File: src/rtl/frame_scheduler.sv
`timescale 1ns/1ps
// Frame scheduler: paces audio capture into a ping-pong frame buffer and hands each
// completed bank to the downstream feature-extraction stage over a valid/ack handshake.
module frame_scheduler #(
    parameter int CLK_DIV   = 6250,
    parameter int FRAME_LEN = 256,
    parameter int ADDR_W    = 8
) (
    input  logic              clk,
    input  logic              rst,
    input  logic              enable_i,
    input  logic [11:0]       sample_in_i,
    input  logic              frame_ack_i,
    output logic              wr_en_o,
    output logic              wr_bank_o,
    output logic [ADDR_W-1:0] wr_addr_o,
    output logic [11:0]       wr_data_o,
    output logic              frame_valid_o,
    output logic              frame_bank_o,
    output logic              overrun_o,
    output logic [7:0]        overrun_cnt_o,
    output logic              capturing_o
);

    localparam int                DIV_W    = $clog2(CLK_DIV);
    localparam logic [DIV_W-1:0]  DIV_LAST = DIV_W'(CLK_DIV - 1);
    localparam logic [ADDR_W-1:0] IDX_LAST = ADDR_W'(FRAME_LEN - 1);

    typedef enum logic {
        IDLE,
        FILL
    } state_t;

    state_t            state_q,      state_d;
    logic [DIV_W-1:0]  divCnt_q,     divCnt_d;
    logic [ADDR_W-1:0] fillIdx_q,    fillIdx_d;
    logic              wrEn_q,       wrEn_d;
    logic [11:0]       wrData_q,     wrData_d;
    logic              wrBank_q,     wrBank_d;
    logic              frameValid_q, frameValid_d;
    logic              frameBank_q,  frameBank_d;
    logic              overrun_q,    overrun_d;
    logic [7:0]        overrunCnt_q, overrunCnt_d;

    logic tick;
    logic frameDone;
    logic ackTaken;

    assign tick      = (state_q == FILL) && enable_i && (divCnt_q == DIV_LAST);
    assign frameDone = wrEn_q && (fillIdx_q == IDX_LAST);
    assign ackTaken  = frameValid_q && frame_ack_i;

    always_ff @(posedge clk) begin
        if (rst) begin
            state_q      <= IDLE;
            divCnt_q     <= '0;
            fillIdx_q    <= '0;
            wrEn_q       <= 1'b0;
            wrData_q     <= '0;
            wrBank_q     <= 1'b0;
            frameValid_q <= 1'b0;
            frameBank_q  <= 1'b0;
            overrun_q    <= 1'b0;
            overrunCnt_q <= '0;
        end else begin
            state_q      <= state_d;
            divCnt_q     <= divCnt_d;
            fillIdx_q    <= fillIdx_d;
            wrEn_q       <= wrEn_d;
            wrData_q     <= wrData_d;
            wrBank_q     <= wrBank_d;
            frameValid_q <= frameValid_d;
            frameBank_q  <= frameBank_d;
            overrun_q    <= overrun_d;
            overrunCnt_q <= overrunCnt_d;
        end
    end

    always_comb begin
        state_d      = state_q;
        divCnt_d     = divCnt_q;
        fillIdx_d    = fillIdx_q;
        wrEn_d       = 1'b0;
        wrData_d     = wrData_q;
        wrBank_d     = wrBank_q;
        frameValid_d = frameValid_q;
        frameBank_d  = frameBank_q;
        overrun_d    = 1'b0;
        overrunCnt_d = overrunCnt_q;

        // The sample captured on a tick is written one cycle later; the divider
        // only runs while filling, so the first tick lands CLK_DIV cycles in.
        case (state_q)
            IDLE: begin
                divCnt_d  = '0;
                fillIdx_d = '0;
                if (enable_i) begin
                    state_d = FILL;
                end
            end
            FILL: begin
                if (!enable_i) begin
                    state_d   = IDLE;
                    divCnt_d  = '0;
                    fillIdx_d = '0;
                end else begin
                    divCnt_d = tick ? '0 : divCnt_q + DIV_W'(1);
                    if (tick) begin
                        wrEn_d   = 1'b1;
                        wrData_d = sample_in_i;
                    end
                    if (wrEn_q) begin
                        fillIdx_d = frameDone ? '0 : fillIdx_q + ADDR_W'(1);
                    end
                end
            end
            default: begin
                state_d = IDLE;
            end
        endcase

        // An ack arriving with a completion frees the presented bank first,
        // so the new frame is published instead of being counted as lost.
        if (ackTaken) begin
            frameValid_d = 1'b0;
        end
        if (frameDone) begin
            if (!frameValid_q || ackTaken) begin
                frameValid_d = 1'b1;
                frameBank_d  = wrBank_q;
                wrBank_d     = ~wrBank_q;
            end else begin
                overrun_d = 1'b1;
                if (overrunCnt_q != 8'hFF) begin
                    overrunCnt_d = overrunCnt_q + 8'd1;
                end
            end
        end
    end

    assign wr_en_o       = wrEn_q;
    assign wr_bank_o     = wrBank_q;
    assign wr_addr_o     = fillIdx_q;
    assign wr_data_o     = wrData_q;
    assign frame_valid_o = frameValid_q;
    assign frame_bank_o  = frameBank_q;
    assign overrun_o     = overrun_q;
    assign overrun_cnt_o = overrunCnt_q;
    assign capturing_o   = (state_q == FILL);

endmodule

File: config.mk
export PLATFORM = sky130hd
export DESIGN_NAME = frame_scheduler
export DESIGN_NICKNAME = d
export VERILOG_FILES = /design/src/rtl/frame_scheduler.sv
export SDC_FILE = /design/constraint.sdc
export NUM_CORES = 1
export LEC_CHECK = 0
export ABC_AREA = 1
export BUFFER_PORTS_ARGS = -buffer_cell sky130_fd_sc_hd__clkbuf_2
export CORE_UTILIZATION = 45
export CTS_CLUSTER_SIZE = 16
export DETAILED_ROUTE_END_ITERATION = 10
export MAX_ROUTING_LAYER = met4
export PLACE_DENSITY = 0.72
export SLEW_MARGIN = 10
export SYNTH_ARGS = -nofsm -noshare
export SYNTH_HDL_FRONTEND = slang
export SYNTH_SLANG_ARGS = --single-unit
File: constraint.sdc
create_clock -name clk -period 1.9 [get_ports clk]
set_input_delay 0.57 -clock clk [delete_from_list [all_inputs] [get_ports clk]]
set_output_delay 0.57 -clock clk [all_outputs]
set_load 0.03 [all_outputs]
==> flow_metrics.py, run 1 <==
metrics = {
    "die": {
        "rows": 25,
        "core_area_sq_mm": 0.00472,
        "io_pins": 50,
        "dieHeight_um": 72.0,
        "die_area_sq_mm": 0.00518,
        "start_util": 0.466,
        "die_w_um": 72.0,
    },
    "timing": {
        "final.min_clock_period_ns": 1.60,
        "drv_slew": 0,
        "holdWs_ns": 0.474,
        "setup_viol": 0,
        "skew_ns": 0.0101,
        "worst_pin_slew_ns": 0.456,
        "slew_headroom": 0.695,
        "tns_ns": 0,
        "rsz0062_at_grt": "false",
        "period_share": 0.840,
        "hold_viol": 0,
        "fmax_mhz": 627,
        "fin_ws_ns": 0.304,
    },
    "clock_network": {
        "cts.sinks": 47,
        "post_cts_buffers": 0,
        "ctsRootBufferMaster": "clkbuf_8",
        "insertion_delay_ns": 0.30,
        "hold_buffers": 0,
        "clk_pin_slew_worst_paths_ns": 0.09,
        "cts_tree": "done",
        "clockBufferDepth": 2,
        "cts_resized": 0,
        "numCtsBuffers": 5,
        "htree_levels": 2,
    },
    "global_route": {
        "antenna_found_initial": 0,
        "grt_util_all_layers": 0.186,
        "grt_pass1_wl_um": 7540,
        "grt_pass1_vias": 1763,
        "grt_overflow": 0,
        "grt_max_degree": 16,
    },
    "finish": {
        "final_nets": 366,
        "nFillCells": 460,
        "regArea_sq_um": 941,
        "antenna_cells": 0,
        "fin_cells": 413,
        "utilization": 0.548,
        "layout-drive-gt1-share": 0.225,
        "multi_input_comb_area_sq_mm": 0.00111,
        "areaGrowthSynthToFinish_pct": 17.5,
    },
    "worst_setup_path": {
        "cp_data_arrival_time_ns": 1.03,
        "cp-endpoint": "wr_en_o",
        "path_buf_inv": 1,
        "slowest_stage": "dfxtp_1",
        "cp-startpoint": "wr_en_o",
        "critPathKind": "flop to primary output",
        "cp_max_fo": 6,
        "required_ns": 1.33,
        "critPathLaunchType": "flop",
        "cp_cell_sequence": "clkbuf_2",
        "r2r_cells": 8,
        "reg2reg_from": "wr_addr_o[0]",
        "crit_path_end_kind": "primary output",
        "regToRegSetupSlack_ns": 0.36,
        "path_depth": 1,
        "cp_top_family": "flip-flops",
        "cpPeakStageDelay_ns": 0.47,
        "worst_r2r_endpoint": "wr_addr_o[7]",
    },
    "drt": {
        "wirelength_um": 4390,
        "wl_per_cell_um": 10.6,
        "dr.pass1.iters": 4,
        "via_count": 2013,
        "vias_per_cell": 4.87,
        "drc": 0,
        "first_iter_violations": 112,
        "drtAntennaViolNets": 0,
    },
    "power": {
        "peakVddDrop_uv": 468,
        "clkPwrFrac": 0.364,
        "pwr-share-seq": 0.607,
        "p_leak_nw": 1.05,
        "intPower_mw": 1.26,
        "switching_share": 0.228,
        "p_comb_frac": 0.029,
        "powerDensity_mw_per_mm2": 629,
        "switchingPower_mw": 0.370,
    },
    "min_path": {
        "worstHoldStart": "wr_data_o[6]",
        "hold_class": "flop to flop",
    },
    "synthesis": {
        "synth_edf_count": 0,
        "synth.area.top_cells": "dfxtp_1 43%, nand2_1 8.7%, nor2_1 8.5%",
        "ys.flop_type": "dfxtp_1",
        "synth_top_area_share": 0.427,
        "syn_avg_cell_area_sq_um": 7.46,
        "synth_area_sq_mm": 0.00220,
        "ys_ff_latch": 47,
        "synthArstFlopShare": 0,
        "syn-num-nets": 315,
        "yosysUniqueCellTypes": 30,
        "ys_warn_count": 0,
        "synth_seq_area_share": 0.427,
        "synth_top_cell_by_area": "dfxtp_1",
        "synthCells": 295,
    },
    "placement": {
        "place_inst": 406,
        "portBuffers": 49,
        "pre_cts_slack_ns": 0.228,
        "hpwl_um": 3220,
        "gp_congestion": 0.827,
    },
    "run_status": {
        "outcome": "completed",
    },
    "flow_run": {
        "maxCapViolCount": 0,
    },
}
==> layout make-up <==
type                            count  share of cell area
Inverter                           32              0.0464
Clock inverter                      2             0.00532
Clock buffer                        5              0.0266
Sequential cell                    47               0.364
Timing Repair Buffer               50              0.0977
Tap cell                           67              0.0324
Multi-Input combinational cell    210               0.428
==> placed cells by master, fill, tap and decap left out, types with 2 or more instances in the layout <==
cell / synthesis / routed
clkbuf_8: 0 / 5
o21ai_0: 17 / 17
nand4_1: 7 / 7
nor2_1: 50 / 50
dfxtp_1: 47 / 47
nand3_1: 18 / 18
inv_1: 29 / 29
inv_2: 2 / 2
nor2_2: 2 / 2
clkbuf_2: 0 / 49
xor2_1: 5 / 5
nor2_4: 4 / 4
ha_1: 4 / 4
nor3_2: 3 / 3
nor3b_1: 5 / 5
a21oi_1: 21 / 21
nand2_2: 5 / 5
nor3_1: 10 / 10
nand2_1: 51 / 51
==> power groups by stage <==
stage	Combinational, mW	Sequential (mW)	Clock (mW)
2_1_floorplan	0.0236	1.01	0
4_1_cts	0.0475	0.987	0.616
6_report	0.0474	0.987	0.592
3_3_place_gp	0.0469	1.01	0
5_1_grt	0.0538	0.988	0.659
3_5_place_dp	0.0472	1.01	0
==> metrics by stage <==
step	cell area, sq um	power, mW
after global placement	2500	1.06
after detailed placement	2500	1.06
after global routing	2590	1.70
after floorplan	2200	1.04
final	2590	1.63
after CTS	2590	1.65
==> per-layer routing <==
layer | global-route usage | vias to the layer above | wire length, um
li1 | - | 1059 | -
met1 | 0.240 | 909 | 2100
met2 | 0.288 | 40 | 2100
met3 | 0.0431 | 5 | 148
met4 | 0.0632 | 0 | 44
met5 | - | - | 0
==> cells in the mapped netlist, types with 2 or more instances <==
cell / number
ha_1: 4
nor3_1: 10
inv_1: 29
nor2_1: 50
inv_2: 2
dfxtp_1: 47
nand2_2: 5
nor3b_1: 5
clkbuf_1: 3
nand3_1: 18
nand2_1: 51
a21oi_1: 21
nor3_2: 3
xor2_1: 5
o21ai_0: 17
nor2_2: 2
nand4_1: 7
nor2_4: 4
==> registers in the layout, summed over array words and instances (netlist names), 8 cells and up <==
signal         cells
wr_data_o         12
wr_addr_o          8
overrun_cnt_o      8
divCnt_q          13
==> how the worst min path moves through the flow <==
stage	to	depth (start not counted)	slack (ns)
after global routing	capturing_o	3	0.47
after global placement	wr_data_o[2]	2	0.45
after detailed placement	wr_data_o[5]	2	0.46
after CTS	capturing_o	3	0.48
after floorplan	divCnt_q[0]	1	0.43
final	wr_data_o[6]	2	0.47
==> cells by family after synthesis <==
family / count (synthesis) / synth area share
fa+ha+maj: 4 / 0.0227
compound gates: 39 / 0.0903
simple gates: 162 / 0.370
flops: 47 / 0.427
buf+inv: 38 / 0.0699
xor+xnor: 5 / 0.0199
Power figures use the tool's default switching activity.
==> run 2: changes to the inputs <==
PLACE_DENSITY = 0.75   (was 0.72)
clock period = 1.4 ns   (was 1.9 ns; I/O delays follow)
==> run 2 against run 1 <==
  * Die area unchanged
  * Routed wire length up 15%
  * The flow now finishes with violations (setup timing)
  * Highest routed layer unchanged
  * Register-to-register slack worse by 0.36 ns
  * Sequential power up 35%
  * Critical path depth up 7
  * Cell count up 3.6%
==> flow_metrics.py, run 2 (synthesized netlist as in run 1, its figures left out) <==
metrics = {
    "drt": {
        "wl_per_cell_um": 11.8,
        "wirelength_um": 5060,
        "drc": 0,
        "via_count": 2127,
        "vias_per_cell": 4.97,
        "drtAntennaViolNets": 0,
        "dr.pass1.iters": 4,
        "first_iter_violations": 102,
    },
    "timing": {
        "rsz0062_at_grt": "true",
        "drv_slew": 0,
        "slew_headroom": 0.672,
        "hold_viol": 0,
        "final.min_clock_period_ns": 1.40,
        "period_share": 1.00,
        "fmax_mhz": 714,
        "worst_pin_slew_ns": 0.492,
        "skew_ns": 0.0143,
        "setup_viol": 1,
        "fin_ws_ns": -0.00114,
    },
    "global_route": {
        "grt_pass1_wl_um": 7730,
        "grt.met1_usage": 0.237,
        "antenna_found_initial": 0,
        "grt_util_all_layers": 0.195,
        "met2_usage": 0.313,
        "grt_overflow": 0,
        "grt_max_degree": 17,
        "grtUsageMet3": 0.0458,
        "gr-max-usage-layer": "met2",
        "grt_pass1_vias": 1807,
    },
    "worst_setup_path": {
        "critPathKind": "flop to flop",
        "reg2reg_from": "wr_addr_o[0]",
        "required_ns": 1.59,
        "r2r_cells": 8,
        "cp_max_fo": 8,
        "regToRegSetupSlack_ns": -0.001,
        "cp_data_arrival_time_ns": 1.59,
        "critPathLaunchType": "flop",
        "worst_r2r_endpoint": "overrun_cnt_o[0]",
        "crit_path_end_kind": "flop",
    },
    "clock_network": {
        "clk_pin_slew_worst_paths_ns": 0.09,
        "cts_tree": "done",
        "ctsRootBufferMaster": "clkbuf_8",
        "htree_levels": 2,
        "hold_buffers": 0,
        "insertion_delay_ns": 0.31,
        "clockBufferDepth": 2,
        "cts.sinks": 47,
        "numCtsBuffers": 5,
    },
    "finish": {
        "final_nets": 380,
        "nFillCells": 396,
        "largest_reg_flops": 13,
        "areaGrowthSynthToFinish_pct": 32.6,
        "antenna_cells": 0,
        "mostFrequentLayoutCells": "46 x nand2_1, 45 x nor2_1, 43 x clkbuf_2, 32 x dfxtp_1, 28 x inv_1",
        "final_common_cell": "nand2_1",
        "top_register": "divCnt_q",
        "layout-drive-gt1-share": 0.357,
        "fin_cells": 428,
        "fin_area_sq_mm": 0.00292,
    },
    "placement": {
        "place_inst": 416,
        "placed_cell_area_sq_mm": 0.00262,
        "portBuffers": 49,
        "gp_congestion": 0.860,
        "hpwl_um": 3400,
    },
    "min_path": {
        "min_path_cells": 2,
        "holdPathEnd": "wr_en_o",
        "worstHoldStart": "rst",
        "hold_class": "primary input to flop",
    },
    "die": {
        "die_area_sq_mm": 0.00518,
        "rows": 25,
        "start_util": 0.466,
        "die_w_um": 72.0,
        "core_area_sq_mm": 0.00472,
        "dieHeight_um": 72.0,
        "io_pins": 50,
    },
    "run_status": {
        "outcome": "complete, but fails checks",
        "violations": "setup timing",
    },
    "power": {
        "peakVddDrop_uv": 595,
        "powerDensity_mw_per_mm2": 841,
        "p_leak_nw": 1.22,
    },
    "flow_run": {
        "maxCapViolCount": 0,
    },
}
## run 2: repair_timing
| action | CTS | global route |
|---|---|---|
| pin swaps | 2 | 11 |
| resized for setup | 8 | 54 |
| endpoints found under the setup margin | 19 | 37 |
| cloned | 1 | 2 |
| buffers inserted | 0 | 1 |
## run 2: worst max-delay path by stage
| stage | cells after the start | slack, ns | endpoint | start |
|---|---|---|---|---|
| floorplan | 8 | 0.002 | overrun_cnt_o[2] | wr_addr_o[0] |
| global placement | 8 | 0.04 | overrun_cnt_o[0] | wr_addr_o[0] |
| detailed placement | 8 | -0.02 | wr_addr_o[2] | wr_addr_o[0] |
| CTS | 7 | 0.003 | wr_data_o[11] | divCnt_q[0] |
| global route | 8 | -0.09 | overrun_cnt_o[3] | wr_addr_o[0] |
| finish | 8 | -0.001 | overrun_cnt_o[0] | wr_addr_o[0] |
## run 2: routing by layer
layer	up-vias	wire, um
met3	5	152
met4	0	78
met2	44	2430
li1	1093	-
met1	985	2400
met5	-	0
## run 2: report_power, final
group | switching (mW) | internal [mW] | leakage [nW]
Clock | 0.500 | 0.540 | 0.0591
Sequential | 0.00198 | 1.33 | 0.388
Combinational | 0.0478 | 0.0347 | 0.775
Total | 0.550 | 1.91 | 1.22
## run 2: area by class of cell
cell class | instances | area (sq um) | share of cell area
flip-flops and latches | 47 | 970 | 0.332
repair buffers | 62 | 382 | 0.131
inverters | 32 | 120 | 0.0411
clock inverters | 3 | 45.0 | 0.0154
well taps | 67 | 83.8 | 0.0287
clock buffers | 5 | 68.8 | 0.0236
multi-input cells | 212 | 1250 | 0.428
## run 2: critical path, stage by stage, from the launching register on
cell and delay [ns]:
dfxtp_4 0.39, ha_4 0.15, nand2_4 0.05, nor2_4 0.15, nand3_4 0.15, nor2_8 0.16
nand2_4 0.10, nand2_1 0.07, a21oi_1 0.05
## run 2: through the flow
stage	setup WS (ns)	hold slack, ns	utilization	setup TNS (ns)	power, mW
6_report	-0.00114	0.317	0.618	-0.00114	2.46
5_1_grt	-0.0863	0.313	0.618	-0.721	2.53
4_1_cts	0.00272	0.297	0.587	0	2.48
3_5_place_dp	-0.0233	0.461	0.555	-0.126	1.44
3_3_place_gp	0.0371	0.449	0.555	0	1.44
2_1_floorplan	0.00181	0.433	-	0	1.40
==> run 3: changes to the inputs <==
CELL_PAD_IN_SITES_DETAIL_PLACEMENT = 0   (was not set)
CELL_PAD_IN_SITES_GLOBAL_PLACEMENT = 2   (was not set)
CORE_UTILIZATION = 30   (was 45)
PLACE_DENSITY = 0.83   (was 0.75)
clock period = 1.6 ns   (was 1.4 ns; I/O delays follow)
==> run 3 against run 2 <==
  * The run now ends clean
  * Power fell by 20%
  * Routed wire length fell by 6.1%
  * Global-route usage fell by 6.5 points
  * Cell count rose by 4.9%
  * Count of clock-buffer cells in the layout did not move
  * Critical path depth fell by 7
  * Design area fell by 7.5%
  * Clock skew fell by 0.0088 ns
  * Non-clock buffer count fell by 6
  * Hold slack improved by 0.071 ns
  * Largest cell class unchanged
==> flow_metrics.py, run 3 (synthesized netlist as in run 1, its figures left out) <==
metrics = {
    "timing": {
        "holdWs_ns": 0.388,
        "slew_headroom": 0.725,
        "worst_pin_slew_ns": 0.411,
        "skew_ns": 0.00546,
        "period_share": 0.956,
        "fin_ws_ns": 0.0704,
        "tns_ns": 0,
        "fmax_mhz": 654,
        "drv_slew": 0,
        "final.min_clock_period_ns": 1.53,
        "hold_viol": 0,
        "setup_viol": 0,
    },
    "clock_network": {
        "cts.sinks": 47,
        "ctsRootBufferMaster": "clkbuf_8",
        "clk_pin_slew_worst_paths_ns": 0.09,
        "cts_tree": "done",
        "numCtsBuffers": 5,
        "htree_levels": 2,
        "post_cts_buffers": 0,
        "clockBufferDepth": 2,
        "insertion_delay_ns": 0.30,
    },
    "drt": {
        "vias_per_cell": 4.47,
        "first_iter_violations": 56,
        "dr.pass1.iters": 4,
        "wl_per_cell_um": 10.6,
        "wirelength_um": 4750,
        "drc": 0,
        "drtAntennaViolNets": 0,
        "via_count": 2008,
    },
    "die": {
        "dieHeight_um": 87.7,
        "die_w_um": 87.7,
        "io_pins": 50,
        "start_util": 0.317,
        "rows": 30,
        "die_area_sq_mm": 0.00769,
        "core_area_sq_mm": 0.00694,
    },
    "min_path": {
        "worstHoldStart": "enable_i",
        "holdPathEnd": "capturing_o",
        "min_path_cells": 3,
        "hold_class": "primary input to flop",
    },
    "worst_setup_path": {
        "critPathLaunchType": "flop",
        "cp_top_family": "flip-flops",
        "crit_path_end_kind": "primary output",
        "slowest_stage": "dfxtp_1",
        "cp_data_arrival_time_ns": 1.05,
        "worst_r2r_endpoint": "overrun_cnt_o[3]",
        "required_ns": 1.12,
        "path_buf_inv": 1,
        "critPathKind": "flop to primary output",
        "r2r_cells": 8,
        "cp_cell_sequence": "clkbuf_2",
        "regToRegSetupSlack_ns": 0.12,
        "reg2reg_from": "wr_addr_o[1]",
        "cpPeakStageDelay_ns": 0.49,
        "cp_max_fo": 6,
    },
    "global_route": {
        "antenna_found_initial": 0,
        "grt_overflow": 0,
        "grt_pass1_vias": 1743,
        "grt_pass1_wl_um": 7760,
        "grt_util_all_layers": 0.130,
        "grt_max_degree": 16,
    },
    "run_status": {
        "outcome": "completed",
    },
    "finish": {
        "top_register": "divCnt_q",
        "layout-drive-gt1-share": 0.252,
        "mostFrequentLayoutCells": "50 x nor2_1, 49 x nand2_1, 49 x clkbuf_2, 46 x dfxtp_1, 29 x inv_1",
        "final_common_cell": "nor2_1",
        "areaGrowthSynthToFinish_pct": 22.7,
        "utilization": 0.389,
        "largest_reg_flops": 13,
        "final_nets": 372,
        "antenna_cells": 0,
        "nFillCells": 738,
    },
    "placement": {
        "pre_cts_slack_ns": 0.0659,
        "hpwl_um": 3480,
        "portBuffers": 49,
        "gp_congestion": 0.752,
    },
    "power": {
        "powerDensity_mw_per_mm2": 724,
        "p_leak_nw": 1.09,
        "peakVddDrop_uv": 250,
    },
    "flow_run": {
        "maxCapViolCount": 0,
    },
}
-- run 3: area by class of cell --
cell class,instances,area [sq um],share of cell area
clock buffer,5,68.8,0.0255
clock inverter,3,20.0,0.00741
inverter,32,120,0.0445
multi-input combinational,210,1120,0.415
sequential,47,942,0.349
tap,96,120,0.0445
timing repair buffer,56,310,0.115
-- run 3: worst max-delay path by stage --
stage	slack [ns]	cells after the start	to	startpoint
after floorplan	0.006	8	overrun_cnt_o[2]	wr_addr_o[1]
after global placement	0.05	8	wr_addr_o[2]	wr_addr_o[0]
after detailed placement	0.07	8	wr_addr_o[2]	wr_addr_o[0]
after CTS	0.04	8	wr_addr_o[2]	wr_addr_o[0]
after global routing	-0.006	10	wr_addr_o[5]	wr_addr_o[1]
final	0.07	1	wr_en_o	wr_en_o
-- run 3: per-stage QoR --
step	area (sq um)	instances	total power, mW
after global placement	2600	441	1.26
after global routing	2700	449	2.04
after CTS	2690	449	1.99
final	2700	449	1.95
after detailed placement	2600	441	1.26
after floorplan	2200	295	1.23
-- run 3: per-layer routing --
metal / track usage / routed length (um)
met1: 0.164 / 2290
met2: 0.207 / 2230
met3: 0.0302 / 188
met4: 0.0402 / 42
met5: - / 0
-- run 3: power breakdown --
part           internal, mW  leakage [nW]  switching (mW)  total, mW
Sequential             1.17         0.379         0.00162       1.17
Clock                 0.305        0.0402           0.417      0.721
Combinational        0.0252         0.666          0.0360     0.0612
-- run 3: worst reg2reg max path, cell delays in order, from the launching register on --
cell	delay, ns
dfxtp_1	0.39
ha_2	0.22
nand2_2	0.07
nor2_4	0.15
nand3_4	0.12
nor2_8	0.19
nand2_4	0.12
nand2_1	0.08
a21oi_1	0.05
-- run 3: repair_timing --
| action | CTS | global route |
|---|---|---|
| gates resized for setup | 0 | 5 |
| endpoints found under the setup margin | 0 | 9 |
| hold buffers | 0 | 0 |
